### src/rtl/riscv_pkg.sv
// Shared encodings and widths for the RV32IM pipeline.
// Every select/operation field used by the execute stage is named here.
package riscv_pkg;
  localparam int XLEN    = 32;
  localparam int MD_ITER = 32;

  typedef enum logic [2:0] {
    ALU_ADD = 3'b000,
    ALU_SUB = 3'b001,
    ALU_AND = 3'b010,
    ALU_OR  = 3'b011,
    ALU_XOR = 3'b100,
    ALU_SLT = 3'b101,
    ALU_SLL = 3'b110,
    ALU_SRL = 3'b111
  } alu_op_e;

  typedef enum logic [2:0] {
    BR_NONE = 3'b000,
    BR_BEQ  = 3'b001,
    BR_BNE  = 3'b010,
    BR_BLT  = 3'b011,
    BR_BGE  = 3'b100,
    BR_BLTU = 3'b101,
    BR_BGEU = 3'b110,
    BR_RSVD = 3'b111
  } branch_e;

  typedef enum logic [1:0] {
    JMP_NONE = 2'b00,
    JMP_JAL  = 2'b01,
    JMP_JALR = 2'b10,
    JMP_RSVD = 2'b11
  } jump_e;

  typedef enum logic [2:0] {
    MD_MUL    = 3'b000,
    MD_MULH   = 3'b001,
    MD_MULHSU = 3'b010,
    MD_MULHU  = 3'b011,
    MD_DIV    = 3'b100,
    MD_DIVU   = 3'b101,
    MD_REM    = 3'b110,
    MD_REMU   = 3'b111
  } md_op_e;

  typedef enum logic [1:0] {
    FWD_RF   = 2'b00,
    FWD_W    = 2'b01,
    FWD_M    = 2'b10,
    FWD_RSVD = 2'b11
  } fwd_e;

  typedef enum logic [1:0] {
    MD_IDLE = 2'b00,
    MD_BUSY = 2'b01,
    MD_DONE = 2'b10
  } md_state_e;
endpackage

### src/rtl/md_unit.sv
// Iterative RV32M unit: one shift-add or restoring shift-subtract step per cycle
// on operand magnitudes, sign-corrected when the result is presented in DONE.
module md_unit #(
  parameter int W    = 32,
  parameter int ITER = 32
) (
  input  logic         clk,
  input  logic         rst,
  input  logic         start,
  input  logic         flush,
  input  logic [2:0]   op,
  input  logic [W-1:0] a,
  input  logic [W-1:0] b,
  output logic         busy,
  output logic         done,
  output logic [W-1:0] result
);
  import riscv_pkg::*;

  localparam int CW = $clog2(ITER);
  localparam logic [W-1:0] MIN_NEG = {1'b1, {(W-1){1'b0}}};

  md_state_e       state;
  logic [CW-1:0]   count;
  md_op_e          op_q;
  logic [W-1:0]    b_q;
  logic [2*W-1:0]  acc;
  logic            neg_q;
  logic            neg_r;

  md_op_e          op_e;
  logic            a_neg, b_neg, is_div, div_zero, div_ovf;
  logic [W-1:0]    a_mag, b_mag;
  logic [W:0]      mul_sum, div_shift, div_diff;
  logic [2*W-1:0]  prod_fix;
  logic [W-1:0]    quo_fix, rem_fix;

  assign op_e     = md_op_e'(op);
  assign a_neg    = a[W-1] & (op_e inside {MD_MUL, MD_MULH, MD_MULHSU, MD_DIV, MD_REM});
  assign b_neg    = b[W-1] & (op_e inside {MD_MUL, MD_MULH, MD_DIV, MD_REM});
  assign a_mag    = a_neg ? -a : a;
  assign b_mag    = b_neg ? -b : b;
  assign is_div   = op[2];
  assign div_zero = is_div & (b == '0);
  assign div_ovf  = (op_e inside {MD_DIV, MD_REM}) & (a == MIN_NEG) & (b == '1);

  // acc holds {hi, lo}: product/multiplier for mul, remainder/quotient for div.
  assign mul_sum   = {1'b0, acc[2*W-1:W]} + (acc[0] ? {1'b0, b_q} : '0);
  assign div_shift = {acc[2*W-1:W], acc[W-1]};
  assign div_diff  = div_shift - {1'b0, b_q};

  assign busy = ((state == MD_IDLE) & start) | (state == MD_BUSY);
  assign done = (state == MD_DONE);

  always_ff @(posedge clk or posedge rst) begin
    if (rst) begin
      state <= MD_IDLE;
      count <= '0;
      op_q  <= MD_MUL;
      b_q   <= '0;
      acc   <= '0;
      neg_q <= 1'b0;
      neg_r <= 1'b0;
    end else begin
      case (state)
        MD_IDLE: begin
          if (start) begin
            op_q  <= op_e;
            count <= '0;
            b_q   <= b_mag;
            if (div_zero) begin
              acc   <= {a, {W{1'b1}}};
              neg_q <= 1'b0;
              neg_r <= 1'b0;
              state <= MD_DONE;
            end else if (div_ovf) begin
              acc   <= {{W{1'b0}}, MIN_NEG};
              neg_q <= 1'b0;
              neg_r <= 1'b0;
              state <= MD_DONE;
            end else begin
              acc   <= {{W{1'b0}}, a_mag};
              neg_q <= a_neg ^ b_neg;
              neg_r <= a_neg;
              state <= MD_BUSY;
            end
          end
        end
        MD_BUSY: begin
          if (flush) begin
            state <= MD_IDLE;
          end else begin
            if (op_q[2]) begin
              if (!div_diff[W]) acc <= {div_diff[W-1:0], acc[W-2:0], 1'b1};
              else              acc <= {div_shift[W-1:0], acc[W-2:0], 1'b0};
            end else begin
              acc <= {mul_sum, acc[W-1:1]};
            end
            count <= count + 1'b1;
            if (count == CW'(ITER - 1)) state <= MD_DONE;
          end
        end
        default: state <= MD_IDLE;
      endcase
    end
  end

  assign prod_fix = neg_q ? -acc : acc;
  assign quo_fix  = neg_q ? -acc[W-1:0] : acc[W-1:0];
  assign rem_fix  = neg_r ? -acc[2*W-1:W] : acc[2*W-1:W];

  always_comb begin
    result = '0;
    case (op_q)
      MD_MUL:               result = prod_fix[W-1:0];
      MD_MULH, MD_MULHSU,
      MD_MULHU:             result = prod_fix[2*W-1:W];
      MD_DIV, MD_DIVU:      result = quo_fix;
      default:              result = rem_fix;
    endcase
  end
endmodule

### src/rtl/ex_stage.sv
// Execute stage: operand forwarding, single-cycle ALU, branch/jump resolution
// and the result mux in front of the EX/MEM register.
module ex_stage #(
  parameter int XLEN    = riscv_pkg::XLEN,
  parameter int MD_ITER = riscv_pkg::MD_ITER
) (
  input  logic            clk,
  input  logic            rst,
  input  logic            flushE,
  input  logic [XLEN-1:0] RD1E,
  input  logic [XLEN-1:0] RD2E,
  input  logic [XLEN-1:0] PCE,
  input  logic [XLEN-1:0] PCPlus4E,
  input  logic [XLEN-1:0] extImmE,
  input  logic [2:0]      ALUControlE,
  input  logic            ALUSrcE,
  input  logic [2:0]      branchE,
  input  logic [1:0]      jumpE,
  input  logic            mdEnE,
  input  logic [2:0]      mdOpE,
  input  logic [1:0]      forwardAE,
  input  logic [1:0]      forwardBE,
  input  logic [XLEN-1:0] ALUResultM,
  input  logic [XLEN-1:0] resultW,
  output logic [XLEN-1:0] ALUResultE,
  output logic [XLEN-1:0] writeDataE,
  output logic [XLEN-1:0] PCTargetE,
  output logic            PCSrcE,
  output logic            stallMD
);
  import riscv_pkg::*;

  logic [XLEN-1:0] src_a, fwd_b, src_b, alu_out, md_result, jalr_sum;
  logic            taken, is_jump, md_busy, md_done;

  always_comb begin
    case (fwd_e'(forwardAE))
      FWD_W:   src_a = resultW;
      FWD_M:   src_a = ALUResultM;
      default: src_a = RD1E;
    endcase
    case (fwd_e'(forwardBE))
      FWD_W:   fwd_b = resultW;
      FWD_M:   fwd_b = ALUResultM;
      default: fwd_b = RD2E;
    endcase
  end

  assign src_b      = ALUSrcE ? extImmE : fwd_b;
  assign writeDataE = fwd_b;

  always_comb begin
    case (alu_op_e'(ALUControlE))
      ALU_ADD: alu_out = src_a + src_b;
      ALU_SUB: alu_out = src_a - src_b;
      ALU_AND: alu_out = src_a & src_b;
      ALU_OR:  alu_out = src_a | src_b;
      ALU_XOR: alu_out = src_a ^ src_b;
      ALU_SLT: alu_out = {{(XLEN-1){1'b0}}, $signed(src_a) < $signed(src_b)};
      ALU_SLL: alu_out = src_a << src_b[4:0];
      default: alu_out = src_a >> src_b[4:0];
    endcase
  end

  always_comb begin
    case (branch_e'(branchE))
      BR_BEQ:  taken = (src_a == fwd_b);
      BR_BNE:  taken = (src_a != fwd_b);
      BR_BLT:  taken = ($signed(src_a) < $signed(fwd_b));
      BR_BGE:  taken = ($signed(src_a) >= $signed(fwd_b));
      BR_BLTU: taken = (src_a < fwd_b);
      BR_BGEU: taken = (src_a >= fwd_b);
      default: taken = 1'b0;
    endcase
  end

  assign is_jump   = (jump_e'(jumpE) == JMP_JAL) | (jump_e'(jumpE) == JMP_JALR);
  assign jalr_sum  = src_a + extImmE;
  assign PCTargetE = (jump_e'(jumpE) == JMP_JALR) ? {jalr_sum[XLEN-1:1], 1'b0} : PCE + extImmE;
  // No redirect while the M-unit holds the stage or the instruction is being killed.
  assign PCSrcE    = (taken | is_jump) & ~stallMD & ~flushE;

  md_unit #(.W(XLEN), .ITER(MD_ITER)) u_md (
    .clk    (clk),
    .rst    (rst),
    .start  (mdEnE & ~flushE),
    .flush  (flushE),
    .op     (mdOpE),
    .a      (src_a),
    .b      (fwd_b),
    .busy   (md_busy),
    .done   (md_done),
    .result (md_result)
  );

  assign stallMD = md_busy;

  always_comb begin
    if (is_jump)      ALUResultE = PCPlus4E;
    else if (md_done) ALUResultE = md_result;
    else              ALUResultE = alu_out;
  end
endmodule

### config.mk
export PLATFORM = sky130hd
export DESIGN_NAME = ex_stage
export DESIGN_NICKNAME = d
export VERILOG_FILES = /design/src/rtl/riscv_pkg.sv /design/src/rtl/md_unit.sv /design/src/rtl/ex_stage.sv
export SDC_FILE = /design/constraint.sdc
export NUM_CORES = 2
export LEC_CHECK = 0
export BUFFER_PORTS_ARGS = -buffer_cell sky130_fd_sc_hd__buf_2
export CAP_MARGIN = 10
export CELL_PAD_IN_SITES_DETAIL_PLACEMENT = 1
export CELL_PAD_IN_SITES_GLOBAL_PLACEMENT = 1
export CORE_MARGIN = 2
export CORE_UTILIZATION = 44
export DETAILED_ROUTE_END_ITERATION = 16
export GPL_TIMING_DRIVEN = 0
export PLACE_DENSITY_LB_ADDON = 0.3
export SYNTH_ARGS = -nofsm -noshare
export SYNTH_HDL_FRONTEND = slang
export SYNTH_SLANG_ARGS = --single-unit
### constraint.sdc
create_clock -name clk -period 6.4 [get_ports clk]
set_input_delay 0 -clock clk [delete_from_list [all_inputs] [get_ports clk]]
set_output_delay 0 -clock clk [all_outputs]
set_load 0.02 [all_outputs]
==> qor.log <==
qor: outcome.run_status complete, no violations
qor: logic_synthesis.yosysSeqAreaShare 9.84%
qor: timing.timing.final.crit_period 6.39 ns
qor: clock_tree.cts-root-buf sky130_fd_sc_hd__clkbuf_16
qor: logic_synthesis.yosys.area_share.adder 12.4%
qor: placement.detailedPlace.worstSlack -0.824 ns
qor: logic_synthesis.post-synth-top-area-fraction 12.0%
qor: route.number_of_drc_violations_after_detailed_routing 0
qor: route.detailroute.via_count 37369
qor: timing.final.hold.worst_slack 0.0630 ns
qor: cells_and_area.finish.utilization 50.3%
qor: clock_tree.clk-insertion-delay-late 0.39 ns
qor: logic_synthesis.synth-compound-area-share 35.6%
qor: min_path.hold_class in -> reg
qor: placement.place_congestion 1.08
qor: die.die_w 254 um
qor: pwr.cellLeakagePower 13.3 nW
qor: die.initial_utilization 44.5%
qor: route.antenna_violating_nets_post_route 0
qor: clock_tree.clock_tree_from_tritoncts yes
qor: cells_and_area.layout.nets 4936
qor: setup_path.critical_path_required 6.40 ns
qor: cells_and_area.layout-drive-gt1-share 12.5%
qor: grt.grt_antenna_before_repair 11
qor: logic_synthesis.mappedNetlistArea 27500 um^2
qor: route.drtPass1Iterations 8
qor: logic_synthesis.largest_family_of_logic_cells_by_synthesized_area compound AO/OA/AOI/OAI gates
qor: die.floorplan.die_area 64500 um^2
qor: timing.final_max_slew_viol_count 0
qor: logic_synthesis.most_used_standard_cell_by_instance_count_after_synthesis sky130_fd_sc_hd__nand2_1
qor: clock_tree.clkSinkCount 108
qor: logic_synthesis.synth.largest_area_cell sky130_fd_sc_hd__ha_1
qor: setup_path.endpoint_kind primary output
qor: timing.worst_clock_skew 0.0150 ns
qor: route.wl_per_cell 33.0 um
qor: grt.overflow 0
qor: clock_tree.numCtsBuffers 9
qor: logic_synthesis.synthSimpleGateAreaFrac 21.7%
qor: timing.layout_worst_path_cycle_share 99.9%
qor: setup_path.critical_path_fanouts_max 11
qor: setup_path.critical_path_source_type input port
qor: timing.timing.setup.tns 0 ns
qor: logic_synthesis.synth.cells.most_frequent 447 x sky130_fd_sc_hd__nand2_1, 398 x sky130_fd_sc_hd__o21ai_0, 326 x sky130_fd_sc_hd__a21oi_1
qor: die.placeable_core_area 61700 um^2
qor: flow_run.max-cap-violations 0
qor: pwr.peakVddDrop 0.000240 V
qor: logic_synthesis.syn-mean-instance-area 6.80 um^2
qor: grt.first_global_vias 36248
qor: route.route.final.wire_length 174000 um
qor: timing.finalSetupViolCount 0
qor: die.std_cell_rows 91
qor: clock_tree.cts_htree_levels 3
qor: cells_and_area.layout_filler_cell_count 8342
qor: timing.transition_time_at_the_pin_with_the_least_slew_margin 1.42 ns
qor: cells_and_area.syn_to_final_growth 13.1%
qor: pwr.power_density_cells 320 nW/um^2
qor: timing.timing.fmax 0.156 GHz
qor: route.initialDrtViolationCount 5254
qor: clock_tree.clk_pin_slew_worst_paths 0.07 ns
qor: logic_synthesis.postSynthCellCount 4042
qor: setup_path.worst-endpoint-arrival 6.39 ns
qor: timing.final_hold_viol_count 0
qor: logic_synthesis.synth.ff_latch_count 108
qor: logic_synthesis.top_cells_by_area_in_the_synthesized_netlist sky130_fd_sc_hd__ha_1 12%, sky130_fd_sc_hd__dfrtp_1 9.8%, sky130_fd_sc_hd__o21ai_0 7.3%
qor: logic_synthesis.synth-async-reset-ratio 100%
qor: logic_synthesis.yosys_warnings 0
qor: logic_synthesis.number_of_flops_mapped_to_enable_cells_by_yosys 0
qor: clock_tree.cts_buffer_depth 2
qor: logic_synthesis.most_frequently_used_flop_master_after_synthesis sky130_fd_sc_hd__dfrtp_1
qor: placement.detailed_placement_hpwl 140000 um
qor: timing.grt_setup_unrepaired no
qor: placement.io_buffers 338
qor: setup_path.ff2ff_setup_slack 1.01 ns
qor: grt.grt_max_degree 56
qor: die.pin_count 342
qor: timing.final_critical_path_setup_slack 0.00573 ns
qor: timing.slew_headroom 5.11%
qor: die.die_y 254 um
qor: logic_synthesis.synth.mux.area_fraction 5.48%
qor: logic_synthesis.synth_fp_nets 4555
qor: grt.first_pass_grt_wire_length 249000 um
qor: setup_path.critPathKind in -> out
qor: logic_synthesis.synthXorXnorAreaFrac 8.00%
qor: grt.grt.total_usage 52.4%
qor: logic_synthesis.ys_types 98
qor: route.dr_vias_cell 7.09
[critical path: stages]
cell	delay, ns
sky130_fd_sc_hd__buf_2	0.09
sky130_fd_sc_hd__inv_1	0.04
sky130_fd_sc_hd__ha_1	0.27
sky130_fd_sc_hd__buf_2	0.20
sky130_fd_sc_hd__buf_2	0.28
sky130_fd_sc_hd__buf_2	0.30
sky130_fd_sc_hd__o21ai_2	0.22
sky130_fd_sc_hd__a21boi_2	0.41
sky130_fd_sc_hd__clkinv_1	0.31
sky130_fd_sc_hd__clkbuf_1	0.39
sky130_fd_sc_hd__clkbuf_2	0.38
sky130_fd_sc_hd__ha_1	0.31
sky130_fd_sc_hd__nor4_1	0.59
sky130_fd_sc_hd__nor4_2	0.20
sky130_fd_sc_hd__o211ai_1	0.38
sky130_fd_sc_hd__a21oi_1	0.17
sky130_fd_sc_hd__a21oi_1	0.52
sky130_fd_sc_hd__mux2i_1	0.19
sky130_fd_sc_hd__a2111oi_0	0.54
sky130_fd_sc_hd__buf_1	0.28
sky130_fd_sc_hd__a2bb2oi_1	0.12
sky130_fd_sc_hd__buf_2	0.17
[report_power, final]
part | leakage, nW | internal (W) | switching, W
logic | 11.9 | 0.00257 | 0.00540
registers | 1.33 | 0.000892 | 0.000454
clock network | 0.139 | 0.000305 | 0.000303
total | 13.3 | 0.00377 | 0.00616
[layout by cell type, fill, tap and decap left out, types with 45 or more instances in the layout]
| cell type | count |
|---|---|
| sky130_fd_sc_hd__dfrtp_1 | 108 |
| sky130_fd_sc_hd__a31oi_1 | 70 |
| sky130_fd_sc_hd__a211oi_1 | 63 |
| sky130_fd_sc_hd__a22oi_1 | 48 |
| sky130_fd_sc_hd__buf_2 | 375 |
| sky130_fd_sc_hd__nand2b_1 | 45 |
| sky130_fd_sc_hd__nor2_1 | 311 |
| sky130_fd_sc_hd__xor2_1 | 82 |
| sky130_fd_sc_hd__xnor2_1 | 169 |
| sky130_fd_sc_hd__inv_1 | 199 |
| sky130_fd_sc_hd__nor2b_1 | 53 |
| sky130_fd_sc_hd__nor3_1 | 78 |
| sky130_fd_sc_hd__a21o_1 | 70 |
| sky130_fd_sc_hd__o211ai_1 | 56 |
| sky130_fd_sc_hd__o31ai_1 | 61 |
| sky130_fd_sc_hd__a21oi_1 | 326 |
| sky130_fd_sc_hd__o21ai_0 | 390 |
| sky130_fd_sc_hd__ha_1 | 263 |
| sky130_fd_sc_hd__clkbuf_1 | 210 |
| sky130_fd_sc_hd__nand3_1 | 99 |
| sky130_fd_sc_hd__mux2i_1 | 102 |
| sky130_fd_sc_hd__nand2_1 | 447 |
| sky130_fd_sc_hd__a221oi_1 | 56 |
[final cells by class]
type | instances | area, um^2 | area share [%]
Multi-Input combinational cell | 3440 | 23000 | 73.9
Sequential cell | 108 | 2700 | 8.70
Timing Repair Buffer | 373 | 2110 | 6.80
Buffer | 274 | 1100 | 3.55
Tap cell | 837 | 1050 | 3.37
Inverter | 217 | 822 | 2.65
Clock buffer | 10 | 229 | 0.737
Clock inverter | 6 | 63.8 | 0.205
Antenna cell | 7 | 17.5 | 0.0564
[path summary, 6_finish.rpt]
kind                                          startpoint                  endpoint  cells after the start
min in group asynchronous                            rst  u_md.acc[41]$_DFFE_PP0P_                      3
worst min-delay path                            mdOpE[0]  u_md.op_q[0]$_DFFE_PP0P_                      3
worst max register to register  u_md.acc[32]$_DFFE_PP0P_  u_md.acc[45]$_DFFE_PP0P_                     13
worst min register to register  u_md.b_q[21]$_DFFE_PP0P_  u_md.b_q[21]$_DFFE_PP0P_                      2
max in group asynchronous                            rst  u_md.acc[17]$_DFFE_PP0P_                      4
worst max-delay path                        forwardBE[0]            ALUResultE[31]                     22
[kinds of logic (layout without fill, tap and decap cells)]
| family | Yosys count | in the layout |
|---|---|---|
| other | 0 | 7 |
| adder cells (fa/ha/maj) | 269 | 269 |
| multiplexers | 142 | 142 |
| XOR/XNOR | 251 | 251 |
| buffers and inverters | 494 | 880 |
| AND/OR/NAND/NOR | 1269 | 1269 |
| AO/OA/AOI/OAI | 1509 | 1509 |
| flip-flops | 108 | 108 |
[state kept, by name (all words and copies together), names as in the netlist]
name        cells
u_md.neg_q      1
u_md.count      5
u_md.b_q       32
u_md.acc       64
u_md.neg_r      1
u_md.state      2
u_md.op_q       3
[through the flow]
stage               instances  area (um^2)  total power (W)
finish                   5272        31100          0.00993
global route             5269        31100           0.0103
global placement         5217        30200          0.00858
CTS                      5259        30900          0.00942
floorplan                4042        27500          0.00599
detailed placement       5242        30600          0.00878
[routing by layer]
metal,share of wire [%],up-vias,global-route usage (%)
li1,-,15722,-
met1,38,18028,65.0
met2,41,2790,76.9
met3,12,819,14.3
met4,9.6,10,40.0
met5,0.037,-,0
[timing repair]
| item | in CTS | in global routing |
|---|---|---|
| pin swaps | 0 | 1 |
| hold buffers | 3 | 0 |
| hold endpoints to repair | 56 | 0 |
| gates resized for setup | 9 | 16 |
| buffers inserted | 0 | 5 |
| endpoints found under the setup margin | 22 | 15 |
Note: power is estimated with default switching activity, not from simulation.
